### src/rtl/seg7_pkg.sv
// Shared types and segment patterns for the two-digit scan driver.
// Segment codes are active-high {g,f,e,d,c,b,a}; output polarity is applied elsewhere.
package seg7_pkg;

    typedef enum logic [1:0] {
        S_UNITS = 2'd0,
        S_GAP_U = 2'd1,
        S_TENS  = 2'd2,
        S_GAP_T = 2'd3
    } scan_state_t;

    localparam logic [6:0] SEG_0    = 7'b0111111;
    localparam logic [6:0] SEG_1    = 7'b0000110;
    localparam logic [6:0] SEG_2    = 7'b1011011;
    localparam logic [6:0] SEG_3    = 7'b1001111;
    localparam logic [6:0] SEG_4    = 7'b1100110;
    localparam logic [6:0] SEG_5    = 7'b1101101;
    localparam logic [6:0] SEG_6    = 7'b1111101;
    localparam logic [6:0] SEG_7    = 7'b0000111;
    localparam logic [6:0] SEG_8    = 7'b1111111;
    localparam logic [6:0] SEG_9    = 7'b1101111;
    localparam logic [6:0] SEG_DASH = 7'b1000000;
    localparam logic [6:0] SEG_OFF  = 7'b0000000;

endpackage

### src/rtl/seg7_scan_driver_if.sv
// Controller-to-display bundle: BCD digits and mode controls in, display pins out.
// master = game controller / board side, slave = the scan driver.
interface seg7_scan_driver_if;

    logic [3:0] tens_in;
    logic [3:0] units_in;
    logic       load;
    logic       blank_lz;
    logic       blink_en;
    logic [6:0] seg;
    logic       dp;
    logic [1:0] digit_en;
    logic       frame_tick;

    modport master (
        output tens_in, units_in, load, blank_lz, blink_en,
        input  seg, dp, digit_en, frame_tick
    );

    modport slave (
        input  tens_in, units_in, load, blank_lz, blink_en,
        output seg, dp, digit_en, frame_tick
    );

endinterface

### src/rtl/seg7_decode.sv
// Combinational nibble-to-segment decoder; non-BCD nibbles 10-15 show a dash.
module seg7_decode
    import seg7_pkg::*;
(
    input  logic [3:0] i_nibble,
    output logic [6:0] o_seg
);

    always_comb begin
        // NOTE: default assigned first so no path through the case can infer a latch.
        o_seg = SEG_DASH;
        case (i_nibble)
            4'd0:    o_seg = SEG_0;
            4'd1:    o_seg = SEG_1;
            4'd2:    o_seg = SEG_2;
            4'd3:    o_seg = SEG_3;
            4'd4:    o_seg = SEG_4;
            4'd5:    o_seg = SEG_5;
            4'd6:    o_seg = SEG_6;
            4'd7:    o_seg = SEG_7;
            4'd8:    o_seg = SEG_8;
            4'd9:    o_seg = SEG_9;
            default: o_seg = SEG_DASH;
        endcase
    end

endmodule

### src/rtl/seg7_scan_driver.sv
// Two-digit multiplexed seven-segment driver: scan with one-cycle anti-ghost gaps,
// leading-zero blanking, frame-based blink and a registered frame tick.
module seg7_scan_driver
    import seg7_pkg::*;
#(
    parameter int REFRESH_DIV  = 1000,
    parameter int BLINK_DIV    = 16,
    parameter bit COMMON_ANODE = 1'b1
) (
    input  logic              clk,
    input  logic              rst,
    seg7_scan_driver_if.slave bus
);

    localparam int PW = $clog2(REFRESH_DIV);
    localparam int BW = (BLINK_DIV > 1) ? $clog2(BLINK_DIV) : 1;
    localparam logic [PW-1:0] PRESC_LAST = PW'(REFRESH_DIV - 1);
    localparam logic [BW-1:0] BLINK_LAST = BW'(BLINK_DIV - 1);

    scan_state_t   r_state, w_state_nxt;
    logic [PW-1:0] r_presc, w_presc_nxt;
    logic [BW-1:0] r_blink_cnt;
    logic          r_blink_on;
    logic [3:0]    r_tens_q, r_units_q;
    logic          w_units_act, w_tens_act, w_frame;
    logic [3:0]    w_sel_digit;
    logic [6:0]    w_seg_dec, w_seg_act;
    logic [6:0]    r_seg;
    logic [1:0]    r_digit_en;
    logic          r_frame_tick;

    // NOTE: sequential state uses non-blocking assignments and the async reset is in the sensitivity list.
    always_ff @(posedge clk or posedge rst) begin
        if (rst) begin
            r_tens_q  <= 4'd0;
            r_units_q <= 4'd0;
        end else if (bus.load) begin
            r_tens_q  <= bus.tens_in;
            r_units_q <= bus.units_in;
        end
    end

    always_ff @(posedge clk or posedge rst) begin
        if (rst) begin
            r_state <= S_UNITS;
            r_presc <= '0;
        end else begin
            r_state <= w_state_nxt;
            r_presc <= w_presc_nxt;
        end
    end

    always_comb begin
        w_state_nxt = r_state;
        w_presc_nxt = '0;
        w_units_act = 1'b0;
        w_tens_act  = 1'b0;
        w_frame     = 1'b0;
        case (r_state)
            S_UNITS: begin
                w_units_act = r_blink_on;
                if (r_presc == PRESC_LAST) w_state_nxt = S_GAP_U;
                else                       w_presc_nxt = r_presc + PW'(1);
            end
            S_GAP_U: w_state_nxt = S_TENS;
            S_TENS: begin
                w_tens_act = r_blink_on && !(bus.blank_lz && (r_tens_q == 4'd0));
                if (r_presc == PRESC_LAST) w_state_nxt = S_GAP_T;
                else                       w_presc_nxt = r_presc + PW'(1);
            end
            S_GAP_T: begin
                w_frame     = 1'b1;
                w_state_nxt = S_UNITS;
            end
            default: w_state_nxt = S_UNITS;
        endcase
    end

    // Blink phase advances once per completed frame; dropping blink_en restores ON at once.
    always_ff @(posedge clk or posedge rst) begin
        if (rst) begin
            r_blink_cnt <= '0;
            r_blink_on  <= 1'b1;
        end else if (!bus.blink_en) begin
            r_blink_cnt <= '0;
            r_blink_on  <= 1'b1;
        end else if (w_frame) begin
            if (r_blink_cnt == BLINK_LAST) begin
                r_blink_cnt <= '0;
                r_blink_on  <= ~r_blink_on;
            end else begin
                r_blink_cnt <= r_blink_cnt + BW'(1);
            end
        end
    end

    assign w_sel_digit = w_tens_act ? r_tens_q : r_units_q;

    seg7_decode u_decode (
        .i_nibble (w_sel_digit),
        .o_seg    (w_seg_dec)
    );

    assign w_seg_act = (w_units_act || w_tens_act) ? w_seg_dec : SEG_OFF;

    // Polarity is applied only here; everything upstream is active-high.
    always_ff @(posedge clk or posedge rst) begin
        if (rst) begin
            r_seg        <= {7{COMMON_ANODE}};
            r_digit_en   <= {2{COMMON_ANODE}};
            r_frame_tick <= 1'b0;
        end else begin
            r_seg        <= w_seg_act ^ {7{COMMON_ANODE}};
            r_digit_en   <= {w_tens_act, w_units_act} ^ {2{COMMON_ANODE}};
            r_frame_tick <= w_frame;
        end
    end

    assign bus.seg        = r_seg;
    assign bus.digit_en   = r_digit_en;
    assign bus.frame_tick = r_frame_tick;
    assign bus.dp         = COMMON_ANODE;

endmodule

### src/flat_wrapper.sv
// flat-port wrapper written by rule: the top's interface ports become plain ports
module seg7_scan_driver_flat import seg7_pkg::*;
#(
    parameter int REFRESH_DIV  = 1000,
    parameter int BLINK_DIV    = 16,
    parameter bit COMMON_ANODE = 1'b1
)
  (clk, rst, bus_tens_in, bus_units_in, bus_load, bus_blank_lz, bus_blink_en, bus_seg, bus_dp, bus_digit_en, bus_frame_tick);
  seg7_scan_driver_if bus_i ();
  input  logic clk;
  input  logic rst;
  input wire logic [$bits(bus_i.tens_in)-1:0] bus_tens_in;
  input wire logic [$bits(bus_i.units_in)-1:0] bus_units_in;
  input wire logic [$bits(bus_i.load)-1:0] bus_load;
  input wire logic [$bits(bus_i.blank_lz)-1:0] bus_blank_lz;
  input wire logic [$bits(bus_i.blink_en)-1:0] bus_blink_en;
  output wire logic [$bits(bus_i.seg)-1:0] bus_seg;
  output wire logic [$bits(bus_i.dp)-1:0] bus_dp;
  output wire logic [$bits(bus_i.digit_en)-1:0] bus_digit_en;
  output wire logic [$bits(bus_i.frame_tick)-1:0] bus_frame_tick;
  assign bus_i.tens_in = bus_tens_in;
  assign bus_i.units_in = bus_units_in;
  assign bus_i.load = bus_load;
  assign bus_i.blank_lz = bus_blank_lz;
  assign bus_i.blink_en = bus_blink_en;
  assign bus_seg = bus_i.seg;
  assign bus_dp = bus_i.dp;
  assign bus_digit_en = bus_i.digit_en;
  assign bus_frame_tick = bus_i.frame_tick;
  seg7_scan_driver #(.REFRESH_DIV(REFRESH_DIV), .BLINK_DIV(BLINK_DIV), .COMMON_ANODE(COMMON_ANODE)) u_core (.clk(clk), .rst(rst), .bus(bus_i));
endmodule
### config.mk
export PLATFORM = sky130hd
export DESIGN_NAME = seg7_scan_driver_flat
export DESIGN_NICKNAME = d
export VERILOG_FILES = /design/src/rtl/seg7_pkg.sv /design/src/rtl/seg7_scan_driver_if.sv /design/src/rtl/seg7_decode.sv /design/src/rtl/seg7_scan_driver.sv /design/src/flat_wrapper.sv
export SDC_FILE = /design/constraint.sdc
export NUM_CORES = 1
export LEC_CHECK = 0
export CAP_MARGIN = 5
export CORE_UTILIZATION = 34
export DETAILED_ROUTE_END_ITERATION = 16
export PLACE_DENSITY = 0.56
export SETUP_SLACK_MARGIN = 0.1
export SYNTH_ARGS = -nofsm -noshare
export SYNTH_HDL_FRONTEND = slang
export SYNTH_SLANG_ARGS = --single-unit
### constraint.sdc
create_clock -name clk -period 4.21 [get_ports clk]
set_input_delay 0.421 -clock clk [delete_from_list [all_inputs] [get_ports clk]]
set_output_delay 0.421 -clock clk [all_outputs]
set_load 0.01 [all_outputs]
# [Word-level counts from Yosys, hierarchy flattened]
# Memories as Yosys holds them, arrays and structs flattened.
# Cells that the tools add are included.
[totals] register_bits=35 rom_bits=112 output_inout_bits=11 mem_count=1
[memory_table] name="(no name shown)" words=16 word_bits=7 rd=1 rd_ports_with_merged_regs=0 wr=0 line_no="seg7_decode.sv:12" source="case (i_nibble)"
[op_classes] addsub=2 eq_ne=9 muxes=16 bitwise_logic=3 n_reduce_logical=9
[op_table] operator="$mux W10" count=2
[op_table] operator="$mux W4" count=4
[op_table] operator="$add A10 B1 Y10 const B" count=1
[op_table] operator="$eq A10 B10 Y1 const B" count=1
[op_table] operator="$ne A2 B1 Y1 const B" count=4
[op_table] operator="$pmux W2 S4" count=1
[op_table] operator="$mux W7" count=1
[op_table] operator="$not A7 Y7" count=1
[op_table] operator="$mux W1" count=6
[op_table] operator="$add A4 B1 Y4 const B" count=1
[op_table] operator="$eq A2 B2 Y1 const B" count=2
[op_table] operator="$eq A4 B4 Y1 const B" count=1
[op_table] operator="$logic_not A4 Y1" count=1
[op_table] operator="$mux W2" count=2
[op_table] operator="$reduce_and A2 Y1" count=2
[op_table] operator="$eq A2 B1 Y1 const B" count=1
[op_table] operator="$logic_and A1 B1 Y1" count=2
[op_table] operator="$logic_not A2 Y1" count=1
[op_table] operator="$not A2 Y2" count=1
[op_table] operator="$reduce_or A2 Y1" count=1
[op_table] operator="$logic_not A1 Y1" count=1
[op_table] operator="$logic_or A1 B1 Y1" count=1
[op_table] operator="$not A1 Y1" count=1

# [Logic depth before layout (Yosys ltp)]
# An unclocked memory read counts as a cell.
[depth] depth_word=9 ltp_mapped=11 depth_no_buf=11

# [Modules after synthesis]
# A second synthesis with hierarchy kept.
[hier_totals] cells_unflattened=162 hier_area_um2=1794.2
[modules_own_cells] module="seg7_scan_driver" n_inst=1 cells_each=133 area_per_inst_um2=1569.0 seq_area_each_um2=888.4
[modules_own_cells] module="seg7_decode" n_inst=1 cells_each=29 area_per_inst_um2=225.2 seq_area_each_um2=0.0

# [Least setup slack after synthesis]
# Ideal clock, no wire load.
[synth_timing] path_kind="register to register" startpoint="register u_core.r_state[0]" endpoint="register u_core.r_seg[3] (netlist: u_core.bus.seg[3])" arrival_ns=2.110 setup_slack_ns=2.011 path_stages_with_launch=11 n_path_buf=0 synth_period_minus_slack_ns=2.199 cell_sequence="dfrtp_1 > inv_1 > ha_1 > and2_2 > o31ai_4 > a22oi_1 > inv_1 > ha_1 > mux2_2 > nor2_1 > o21ai_0"
[synth_via] elab_chain_len=6 word_cells_on_any_way=9 classes_between="eq/ne (1); mux (4); bitwise (1); reduce/logical (2); memory (1)"
[synth_rtl] element="start, declared" line_no="seg7_scan_driver.sv:20" source="scan_state_t r_state, w_state_nxt;"
[synth_rtl] element="start signal, assigned" line_no="seg7_scan_driver.sv:48" source="r_state <= w_state_nxt;"
[synth_rtl] element="$eq A2 B2 Y1" line_no="seg7_scan_driver.sv:59" source="case (r_state)"
[synth_rtl] element="$mux W1" line_no="seg7_scan_driver.sv:59"
[synth_rtl] element="$mux W4" line_no="seg7_scan_driver.sv:97" source="assign w_sel_digit = w_tens_act ? r_tens_q : r_units_q;"
[synth_rtl] element="$mem_v2 Z16 W7"
[synth_rtl] element="$mux W7 (*)" line_no="seg7_scan_driver.sv:104" source="assign w_seg_act = (w_units_act || w_tens_act) ? w_seg_dec : SEG_OFF;"
[synth_rtl] element="$not A7 Y7 (no source line) (*)"
[synth_rtl] element="end signal, assigned" line_no="seg7_scan_driver.sv:109" source="r_seg <= {7{COMMON_ANODE}};"
[synth_rtl] element="end signal, assigned" line_no="seg7_scan_driver.sv:113" source="r_seg <= w_seg_act ^ {7{COMMON_ANODE}};"
[synth_rtl] element="end, declared" line_no="seg7_scan_driver.sv:28" source="logic [6:0] r_seg;"
# Mark *: on every way between the ends. The rest lies on a longest branch, timed or not.
# A chain may end at the register's enable or synchronous reset.

# [Worst setup path after layout]
# Ends and elaborated chain as after synthesis.

==> flow_metrics.tcl <==
set metrics [dict create \
    run_status "finished, final reports clean" \
    multi_input_comb_area_um2 786 \
    cts_max_level 2 \
    wl_per_cell_um 12.2 \
    fp.dieW_um 73.4 \
    syn2layout_area_growth_pct 23.6 \
    global_route.usage.total_pct 13.4 \
    drtIter0Drc 35 \
    io_pins 24 \
    path_class "register to register" \
    regToRegEndpoint "u_core.bus.seg[3]" \
    netlist_instances 155 \
    synth.ff_latch_count 35 \
    drt-total-wl_mm 3.06 \
    global_route_wire_length_before_repair_mm 5.35 \
    holdPathStages 1 \
    fill_cells 483 \
    setup_violations 0 \
    mostFrequentLayoutCell "sky130_fd_sc_hd__dfrtp_1" \
    postSynth.topFlopCell "sky130_fd_sc_hd__dfrtp_1" \
    first_global_vias 1171 \
    coreArea_um2 4820 \
    worst_hold_path.endpoint "u_core.r_presc[0]" \
    post_synthesis_cell_area_um2 1740 \
    reg2reg_setup_slack_ps 1680 \
    regToRegStartpoint "u_core.r_state[0]" \
    ctsLongestPathBuffers 2 \
    place.gp.congestion 0.721 \
    dr.pass1.iters 4 \
    asyncSetResetFlopFracSynth_pct 100 \
    most-common-layout-cells "25 x sky130_fd_sc_hd__dfrtp_1, 22 x sky130_fd_sc_hd__clkdlybuf4s50_1, 18 x sky130_fd_sc_hd__nor2_1" \
    cp_max_fo 7 \
    post_synth_num_cell_types 39 \
    peakVddDrop_mv 0.161 \
    worst_ep_required_time_ps 4410 \
    period_needed_ps 2530 \
    cts_hold_buf 0 \
    mappedNetlistNets 178 \
    skew_ps 3.73 \
    timing.max_cap.violations 0 \
    grt_start_max_net_pins 26 \
    critical-path-slowest-cell "sky130_fd_sc_hd__a22oi_1" \
    finalMaxSlewViolations 0 \
    drt_drc_violations_left 0 \
    grt_setup_unrepaired "false" \
    insertedDiodeCount 0 \
    yosysWarningCount 0 \
    final_core_util_pct 44.5 \
    critical_path.cell_chain "inv_1 > ha_1 > and2_2 > o31ai_4 > a22oi_1 > inv_1 > ha_1 > mux2_2 > nor2_1 > o21ai_0" \
    row_count 25 \
    worst_hold_path_type "register to register" \
    die_outline_area_um2 5390 \
    grt_antenna_before_repair 0 \
    post_cts_setup_bufs 0 \
    nets 205 \
    hold_viol_final 0 \
    synth-edff-count 0 \
    critical_path.startpoint_type "register" \
    slowest_delay_ps 480 \
    min_period_over_period_pct 60.1 \
    worst_slew_pin_slew_ps 924 \
    dieHeight_um 73.4 \
    placed_cells_incl_taps 242 \
    route.vias.total 1167 \
    initial_utilization_pct 36.0 \
    clock_latency_of_the_later_clocked_register_in_the_worst_skew_pair_ps 290 \
    synth_area_leader_cell "sky130_fd_sc_hd__dfrtp_1" \
    numPortBuffers 22 \
    arrival_ps 2730 \
    cts_num_sinks 35 \
    endpoint_class_of_the_critical_path "register" \
    sum_of_overflow_across_all_layers_after_global_routing 0 \
    pwr_dens_nw_per_um2 368 \
    worst_hold_startpoint "u_core.r_presc[0]" \
    synth.avg_cell_area_um2 11.2 \
    fmax_ghz 0.395 \
    total_power_w 0.000789 \
    cellLeakagePower_nw 0.916 \
    viasPerCell 4.67 \
    seq_total_area_yosys_pct 51.2 \
    post_cts_resize_count 0 \
    worst_slew_margin_relative_to_its_limit_pct 38.3 \
    fraction_of_final_layout_cells_with_drive_strength_greater_than_1_pct 21.3 \
    place_hpwl_mm 2.31 \
    setup_tns_ps 0 \
    worst_r2r_path_depth 10 \
    route.antenna.remaining_nets 0 \
    layoutNonFillerInstCount 250 \
    tritoncts "yes" \
    seq_area_um2 888 \
    cts_root_buf "sky130_fd_sc_hd__clkbuf_8" \
    ys_top_cells_by_area "sky130_fd_sc_hd__dfrtp_1 36%, sky130_fd_sc_hd__dfstp_2 15%, sky130_fd_sc_hd__ha_1 7.2%" \
    netlist.area_leader.share_pct 36.0 \
    numCtsBuffers 5 \
    worst_setup_hold_path_clk_slew_ps 70 \
]
how the worst max path moves through the flow:
stage,from,end,slack [ps]
2_1_floorplan,u_core.r_state[0],u_core.bus.seg[3],2010
3_3_place_gp,bus_blank_lz,u_core.bus.seg[3],1620
3_5_place_dp,bus_blank_lz,u_core.bus.seg[3],1540
4_1_cts,u_core.r_state[0],u_core.bus.seg[3],1690
5_1_grt,u_core.r_state[0],u_core.bus.seg[3],1470
6_report,u_core.r_state[0],u_core.bus.seg[3],1680
synthesized netlist by cell type, types with 2 or more instances:
library cell              number
sky130_fd_sc_hd__xor2_1        4
sky130_fd_sc_hd__mux2i_1       2
sky130_fd_sc_hd__dfstp_2      10
sky130_fd_sc_hd__nor3_1        2
sky130_fd_sc_hd__nor2_1       18
sky130_fd_sc_hd__nand2_1      11
sky130_fd_sc_hd__and3_1        2
sky130_fd_sc_hd__ha_1         10
sky130_fd_sc_hd__o21ai_0       8
sky130_fd_sc_hd__mux2_2       11
sky130_fd_sc_hd__xnor2_1       6
sky130_fd_sc_hd__a21oi_1       5
sky130_fd_sc_hd__dfrtp_1      25
sky130_fd_sc_hd__a22oi_1       2
sky130_fd_sc_hd__nand4_1       3
sky130_fd_sc_hd__inv_1         9
sky130_fd_sc_hd__nand3_1       2
sky130_fd_sc_hd__and2_1        3
sky130_fd_sc_hd__nor2b_1       2
power by group:
group / total, W / switching [W] / internal [W]
clock: 0.000311 / 0.000120 / 0.000191
sequential: 0.000373 / 0.0000104 / 0.000363
combinational: 0.000104 / 0.0000466 / 0.0000573
total: 0.000789 / 0.000177 / 0.000612
worst max-delay path: cells and delay by family, from the launching register on:
kind                     cells  cell delay, ps
adder cells (fa/ha/maj)      2             570
multiplexers                 1             270
flip-flops                   1             390
buffers and inverters        2             250
AO/OA/AOI/OAI                3             660
AND/OR/NAND/NOR              2             310
metrics by stage:
step	hold slack (ps)	worst slack, ps	cell area, um^2
after CTS	466	1690	2140
after global routing	495	1470	2140
final	475	1680	2140
after detailed placement	456	1540	2030
after floorplan	425	2010	1740
after global placement	441	1620	2030
layer usage:
layer,share of wire [%],vias to the layer above,global-route usage [%]
met5,0,-,0
met3,5.8,6,4.39
met4,1.8,0,5.77
met1,48,558,16.6
li1,-,576,-
met2,45,27,21.3
logic make-up (layout without fill, tap and decap cells):
family	count (synthesis)	after routing	share of synthesized area (%)
buffers and inverters	13	41	3.53
adder cells (fa/ha/maj)	10	10	7.21
XOR/XNOR	10	10	5.05
other	1	1	0.216
multiplexers	14	14	9.16
AND/OR/NAND/NOR	49	49	14.3
AO/OA/AOI/OAI	23	23	9.30
flip-flops	35	35	51.2
cell type report:
type | count | share of cell area [%]
multi-input combinational | 107 | 36.6
tap | 67 | 3.91
sequential | 35 | 41.4
clock buffer | 6 | 3.85
clock inverter | 2 | 1.63
inverter | 9 | 1.58
timing repair buffer | 24 | 11.0
flip-flops by register name, indices dropped and copies added (netlist names):
name and cells:
u_core.r_state 2, u_core.r_blink_cnt 4, u_core.r_presc 10, u_core.r_units_q 4, u_core.bus.digit_en 2, u_core.r_blink_on 1
u_core.r_tens_q 4, u_core.bus.seg 7, u_core.bus.frame_tick 1
Power figures use the tool's default switching activity.
